==> config.mk <==
export PLATFORM = sky130hd
export DESIGN_NAME = regfile_write_arbiter_flat
export DESIGN_NICKNAME = d
export VERILOG_FILES = /design/src/rtl/regfile_write_arbiter_if.sv /design/src/rtl/regfile_write_arbiter.sv /design/src/flat_wrapper.sv
export SDC_FILE = /design/constraint.sdc
export NUM_CORES = 1
export LEC_CHECK = 0
export CORE_AREA = 2 2 46 48
export CTS_CLUSTER_SIZE = 24
export DETAILED_ROUTE_END_ITERATION = 10
export DIE_AREA = 0 0 48 50
export DONT_BUFFER_PORTS = 1
export GPL_ROUTABILITY_DRIVEN = 0
export GPL_TIMING_DRIVEN = 0
export SETUP_SLACK_MARGIN = 0.1
export SYNTH_ARGS = -nofsm -noshare
export SYNTH_HDL_FRONTEND = slang
export SYNTH_SLANG_ARGS = --single-unit
==> constraint.sdc <==
create_clock -name clk -period 2.7 [get_ports clk]
set_clock_uncertainty 0.05 [all_clocks]
set_input_delay 0.405 -clock clk [delete_from_list [all_inputs] [get_ports clk]]
set_output_delay 0.405 -clock clk [all_outputs]
set_load 0.03 [all_outputs]
==> src/rtl/regfile_write_arbiter_if.sv <==
// Handshake bundle between the two regfile write requesters, the write-port
// arbiter and the regfile write port 3.
`timescale 1ns/1ps
interface regfile_write_arbiter_if #(
   parameter int ADDR_W = 5,
   parameter int DATA_W = 32
);
   logic              req0_valid_i;
   logic [ADDR_W-1:0] req0_addr_i;
   logic [DATA_W-1:0] req0_data_i;
   logic              req0_ready_o;
   logic              req1_valid_i;
   logic [ADDR_W-1:0] req1_addr_i;
   logic [DATA_W-1:0] req1_data_i;
   logic              req1_ready_o;
   logic              clear_req_i;
   logic [ADDR_W-1:0] rf_addr_3_o;
   logic [DATA_W-1:0] rf_write_data_3_o;
   logic              rf_write_enable_o;
   logic              busy_o;

   modport master (
      output req0_valid_i, req0_addr_i, req0_data_i,
      output req1_valid_i, req1_addr_i, req1_data_i,
      output clear_req_i,
      input  req0_ready_o, req1_ready_o,
      input  rf_addr_3_o, rf_write_data_3_o, rf_write_enable_o, busy_o
   );

   modport slave (
      input  req0_valid_i, req0_addr_i, req0_data_i,
      input  req1_valid_i, req1_addr_i, req1_data_i,
      input  clear_req_i,
      output req0_ready_o, req1_ready_o,
      output rf_addr_3_o, rf_write_data_3_o, rf_write_enable_o, busy_o
   );
endinterface

==> src/rtl/regfile_write_arbiter.sv <==
// Round-robin arbiter for the regfile write port 3; drops writes to $0.
// Define REGFILE_CLEAR_SWEEP_EN to build the zero-clear sweep of $1..$NUM_REGS-1.
`timescale 1ns/1ps
module regfile_write_arbiter #(
   parameter int NUM_REGS = 32,
   parameter int ADDR_W   = 5,
   parameter int DATA_W   = 32
) (
   input  logic                    clk,
   input  logic                    reset_n_i,
   regfile_write_arbiter_if.slave  bus
);

   typedef enum logic {ST_RUN = 1'b0, ST_CLEAR = 1'b1} state_t;

`ifdef REGFILE_CLEAR_SWEEP_EN
   localparam state_t            RESET_STATE = ST_CLEAR;
   localparam logic [ADDR_W-1:0] LAST_IDX    = ADDR_W'(NUM_REGS - 1);
   logic [ADDR_W-1:0] idx_r;
   logic [ADDR_W-1:0] idx_nx_s;
   logic              clear_s;
   assign clear_s = bus.clear_req_i;
`else
   localparam state_t RESET_STATE = ST_RUN;
   logic              clear_s;
   assign clear_s = 1'b0;
`endif

   state_t state_r;
   state_t state_nx_s;
   logic   rr_r;
   logic   rr_nx_s;
   logic   both_s;
   logic   grant0_s;
   logic   grant1_s;

   // rr_r = 1 favours req1 when both requesters contend.
   assign both_s   = bus.req0_valid_i & bus.req1_valid_i;
   assign grant0_s = bus.req0_valid_i & (~bus.req1_valid_i | ~rr_r);
   assign grant1_s = bus.req1_valid_i & (~bus.req0_valid_i | rr_r);

   // Next-state and port outputs; everything is held low while in reset.
   always_comb begin
      state_nx_s             = state_r;
      rr_nx_s                = rr_r;
`ifdef REGFILE_CLEAR_SWEEP_EN
      idx_nx_s               = idx_r;
`endif
      bus.req0_ready_o       = 1'b0;
      bus.req1_ready_o       = 1'b0;
      bus.rf_addr_3_o        = {ADDR_W{1'b0}};
      bus.rf_write_data_3_o  = {DATA_W{1'b0}};
      bus.rf_write_enable_o  = 1'b0;
      bus.busy_o             = 1'b0;
      if (!reset_n_i) begin
         state_nx_s = RESET_STATE;
         rr_nx_s    = 1'b0;
      end else begin
         case (state_r)
`ifdef REGFILE_CLEAR_SWEEP_EN
            ST_CLEAR: begin
               bus.rf_write_enable_o = 1'b1;
               bus.rf_addr_3_o       = idx_r;
               bus.busy_o            = 1'b1;
               if (idx_r == LAST_IDX) begin
                  state_nx_s = ST_RUN;
                  idx_nx_s   = ADDR_W'(1);
               end else begin
                  idx_nx_s   = idx_r + ADDR_W'(1);
               end
            end
`endif
            ST_RUN: begin
               if (clear_s) begin
                  state_nx_s = ST_CLEAR;
`ifdef REGFILE_CLEAR_SWEEP_EN
                  idx_nx_s   = ADDR_W'(1);
`endif
               end else if (grant0_s) begin
                  bus.req0_ready_o      = 1'b1;
                  bus.rf_addr_3_o       = bus.req0_addr_i;
                  bus.rf_write_data_3_o = bus.req0_data_i;
                  bus.rf_write_enable_o = (bus.req0_addr_i != {ADDR_W{1'b0}});
               end else if (grant1_s) begin
                  bus.req1_ready_o      = 1'b1;
                  bus.rf_addr_3_o       = bus.req1_addr_i;
                  bus.rf_write_data_3_o = bus.req1_data_i;
                  bus.rf_write_enable_o = (bus.req1_addr_i != {ADDR_W{1'b0}});
               end else begin
                  bus.rf_write_enable_o = 1'b0;
               end
               // Pointer moves to the loser only on real contention.
               if (both_s && !clear_s) begin
                  rr_nx_s = grant0_s;
               end else begin
                  rr_nx_s = rr_r;
               end
            end
            default: begin
               state_nx_s = RESET_STATE;
            end
         endcase
      end
   end

   // State, sweep index and round-robin pointer registers.
   always_ff @(posedge clk or negedge reset_n_i) begin
      if (!reset_n_i) begin
         state_r <= RESET_STATE;
         rr_r    <= 1'b0;
`ifdef REGFILE_CLEAR_SWEEP_EN
         idx_r   <= ADDR_W'(1);
`endif
      end else begin
         state_r <= state_nx_s;
         rr_r    <= rr_nx_s;
`ifdef REGFILE_CLEAR_SWEEP_EN
         idx_r   <= idx_nx_s;
`endif
      end
   end

endmodule

==> src/flat_wrapper.sv <==
// flat-port wrapper written by rule: the top's interface ports become plain ports
module regfile_write_arbiter_flat 
#(
   parameter int NUM_REGS = 32,
   parameter int ADDR_W   = 5,
   parameter int DATA_W   = 32
)
  (clk, reset_n_i, bus_req0_valid_i, bus_req0_addr_i, bus_req0_data_i, bus_req1_valid_i, bus_req1_addr_i, bus_req1_data_i, bus_clear_req_i, bus_req0_ready_o, bus_req1_ready_o, bus_rf_addr_3_o, bus_rf_write_data_3_o, bus_rf_write_enable_o, bus_busy_o);
  regfile_write_arbiter_if #(.ADDR_W(ADDR_W), .DATA_W(DATA_W)) bus_i ();
  input  logic clk;
  input  logic reset_n_i;
  input wire logic [$bits(bus_i.req0_valid_i)-1:0] bus_req0_valid_i;
  input wire logic [$bits(bus_i.req0_addr_i)-1:0] bus_req0_addr_i;
  input wire logic [$bits(bus_i.req0_data_i)-1:0] bus_req0_data_i;
  input wire logic [$bits(bus_i.req1_valid_i)-1:0] bus_req1_valid_i;
  input wire logic [$bits(bus_i.req1_addr_i)-1:0] bus_req1_addr_i;
  input wire logic [$bits(bus_i.req1_data_i)-1:0] bus_req1_data_i;
  input wire logic [$bits(bus_i.clear_req_i)-1:0] bus_clear_req_i;
  output wire logic [$bits(bus_i.req0_ready_o)-1:0] bus_req0_ready_o;
  output wire logic [$bits(bus_i.req1_ready_o)-1:0] bus_req1_ready_o;
  output wire logic [$bits(bus_i.rf_addr_3_o)-1:0] bus_rf_addr_3_o;
  output wire logic [$bits(bus_i.rf_write_data_3_o)-1:0] bus_rf_write_data_3_o;
  output wire logic [$bits(bus_i.rf_write_enable_o)-1:0] bus_rf_write_enable_o;
  output wire logic [$bits(bus_i.busy_o)-1:0] bus_busy_o;
  assign bus_i.req0_valid_i = bus_req0_valid_i;
  assign bus_i.req0_addr_i = bus_req0_addr_i;
  assign bus_i.req0_data_i = bus_req0_data_i;
  assign bus_i.req1_valid_i = bus_req1_valid_i;
  assign bus_i.req1_addr_i = bus_req1_addr_i;
  assign bus_i.req1_data_i = bus_req1_data_i;
  assign bus_i.clear_req_i = bus_clear_req_i;
  assign bus_req0_ready_o = bus_i.req0_ready_o;
  assign bus_req1_ready_o = bus_i.req1_ready_o;
  assign bus_rf_addr_3_o = bus_i.rf_addr_3_o;
  assign bus_rf_write_data_3_o = bus_i.rf_write_data_3_o;
  assign bus_rf_write_enable_o = bus_i.rf_write_enable_o;
  assign bus_busy_o = bus_i.busy_o;
  regfile_write_arbiter #(.NUM_REGS(NUM_REGS), .ADDR_W(ADDR_W), .DATA_W(DATA_W)) u_core (.clk(clk), .reset_n_i(reset_n_i), .bus(bus_i));
endmodule
==> key figures <==
Worst setup path
  • Crit path kind: flip-flop to output pin
  • Worst EP arrival: 1.38 ns
  • Path depth of the worst reg2reg path: 2
  • Critical R2R Capture: u_core.rr_r
  • Delay-heaviest family, CP: flip-flops
  • Crit-path slowest cell: dfrtp_1
  • Worst path cell trace: nand2b_4, and3_4, buf_6, buf_6, a22o_1
  • Worst path max stage delay: 0.38 ns
  • CP most frequent cell: buf_6
  • CP Buf/Inv Count: 2
  • R2r setup slk: 1.84 ns
  • Critical Path Source Type: flip-flop
  • Peak fanout along the critical path: 10
  • Worst setup EP type: output pin
  • Worst Path Required: 2.25 ns
  • Worst reg2reg startpoint: u_core.rr_r

STA
  • Slew margin rel.: 61.9%
  • Final min period: 1.84 ns
  • Hold WS: 0.0595 ns
  • Final setup TNS: 0 ns
  • Fmax: 545 MHz
  • Final Setup Violations: 0
  • Hold Violations, Final: 0
  • Unrepaired setup endpoints after global routing: no
  • Worst Tran Pin Value: 0.570 ns
  • Final Max Slew Viols: 0
  • Final worst path period share: 68.0%

Route
  • Vias/cell: 6.67
  • WL final: 1920 µm
  • Via count: 607
  • ANT nets after route: 0
  • Iter 0 DRT Violations: 6
  • DR DRC count: 0
  • Routed WL per cell: 21.1 µm
  • DRT Pass-1 Iters: 3

Synth
  • Mapped Area: 581 µm²
  • Synth area leaders: a22o_1 (54%), buf_6 (7.8%), buf_8 (7.8%), dfrtp_1 (4.3%), buf_12 (3.4%)
  • Synth top area share: 54.3%
  • Synth Area in XOR/XNOR: 1.51%
  • Syn Nets: 143
  • Async S/R FF share, synth: 100%
  • Synth Area in Compound Gates: 59.3%
  • EDFF count, synth: 0
  • Cell taking the most area after synthesis: a22o_1
  • Synth warn: 0
  • Top-count cell post-synth: a22o_1
  • Synth top cells by count: a22o_1 (36), buf_6 (4), buf_8 (3), nand2_1 (3)
  • Simple-gate portion of the synthesized area: 14.0%
  • Synthesized instance count: 64
  • Ys flop type: dfrtp_1
  • Adder-cell share of the synthesized area: 0%
  • Syn Area/Cell: 9.07 µm²
  • Mux share of post-synthesis cell area: 0%
  • Main combinational cell family by area after synthesis: compound AO/OA/AOI/OAI gates
  • Synth cell types: 18
  • Number of synthesized register bits: 1
  • Sequential fraction of the synthesis area: 4.31%

Floorplanning
  • Row cnt: 16
  • Core area: 0.00190 mm²
  • Die width: 48 µm
  • Die height: 50 µm
  • I/O pin count: 120
  • Die area: 0.00240 mm²
  • Initial Utilization: 30.5%

Global route
  • Pin count of the biggest net entering global routing: 11
  • Initial antenna violation count: 0
  • Vias in the first global route: 464
  • GR Util All Layers: 12.2%
  • First-pass GRT wire length: 2200 µm
  • GR Overflow Total: 0

Hold path
  • Hold Crit Class: input pin to asynchronous set/reset pin

Final layout
  • Biggest register: u_core.rr_r
  • Area added between synthesis and finish: 5.82%
  • Core Util, Final: 32.3%
  • Biggest regs: u_core.rr_r x1
  • Number of flip-flops in the largest register: 1
  • Layout cells sized above 1: 20.3%
  • Nets@finish: 145
  • # diodes: 0
  • Layout Cells excl Fill: 91

Clock network
  • Post-CTS Repair Setup Buffers: 0
  • # hold bufs at CTS: 0
  • Worst-skew pair later-pin latency: 0 ns
  • CTS resizes: 0
  • Worst-path clk slew: 0 ns

Outcome
  • Status: completed

Power and ir drop
  • Pwr Density: 326 mW/mm²
  • Leakage power total: 0.251 nW
  • VDD IR max: 0.000125 V

Placed design
  • HPWL after detailed placement: 1620 µm
  • Cells after DPL: 91
  • IO buf count: 0

Run
  • Maximum Capacitance Violations: 0
cell families after synthesis:
group | Yosys count
flip-flops | 1
XOR/XNOR | 1
other | 1
AO/OA/AOI/OAI | 39
buffers and inverters | 9
AND/OR/NAND/NOR | 13
power breakdown:
part           switching (mW)  leakage (nW)  internal (mW)  total (mW)
clock                       0             0              0           0
sequential            0.00146        0.0133         0.0165      0.0180
combinational           0.126         0.238         0.0561       0.182
layout by cell type (no fill, tap or decap):
cell | Yosys | final
conb_1 | 1 | 1
nand2b_4 | 1 | 1
and3_4 | 1 | 1
nand2_1 | 3 | 3
nor2_1 | 2 | 2
a22o_1 | 36 | 36
a21boi_2 | 1 | 1
a32oi_1 | 2 | 2
and2_1 | 1 | 1
xnor2_1 | 1 | 1
nor2b_1 | 2 | 2
buf_4 | 1 | 1
buf_12 | 1 | 1
nor3_1 | 2 | 2
buf_8 | 3 | 3
buf_6 | 4 | 4
and2_4 | 1 | 1
dfrtp_1 | 1 | 1
through the flow:
step,instance area (µm²),power (mW),worst slack (ns)
after global routing,614,0.209,0.803
after CTS,614,0.201,0.860
final,614,0.200,0.865
after floorplan,581,0.188,0.925
after global placement,614,0.199,0.878
after detailed placement,614,0.201,0.854
area by class of cell:
cell class	count	area (µm²)
multi-input cells	54	438
well taps	27	33.8
flip-flops and latches	1	25.0
plain buffers	9	118
fillers	189	1290
routing by layer:
metal  global-route usage (%)  routed length, µm
met1                     13.3                649
met2                     23.6                997
met3                     2.56                273
met4                    0.450                  0
met5                        0                  0
worst reg2reg max path, cell delays in order, from the launching register on:
cell	delay, ns
dfrtp_1	0.39
xnor2_1	0.14
and2_1	0.16
worst max path at each step:
| stage | slack [ns] | from | end | depth (start not counted) |
|---|---|---|---|---|
| 3_3_place_gp | 0.88 | u_core.rr_r | bus_rf_write_data_3_o[29] | 5 |
| 2_1_floorplan | 0.92 | u_core.rr_r | bus_rf_addr_3_o[1] | 5 |
| 3_5_place_dp | 0.85 | u_core.rr_r | bus_rf_write_data_3_o[26] | 5 |
| 6_report | 0.86 | u_core.rr_r | bus_rf_write_data_3_o[29] | 5 |
| 4_1_cts | 0.86 | u_core.rr_r | bus_rf_write_data_3_o[26] | 5 |
| 5_1_grt | 0.80 | u_core.rr_r | bus_rf_write_data_3_o[15] | 5 |
Note: power is estimated with default switching activity, not from simulation.
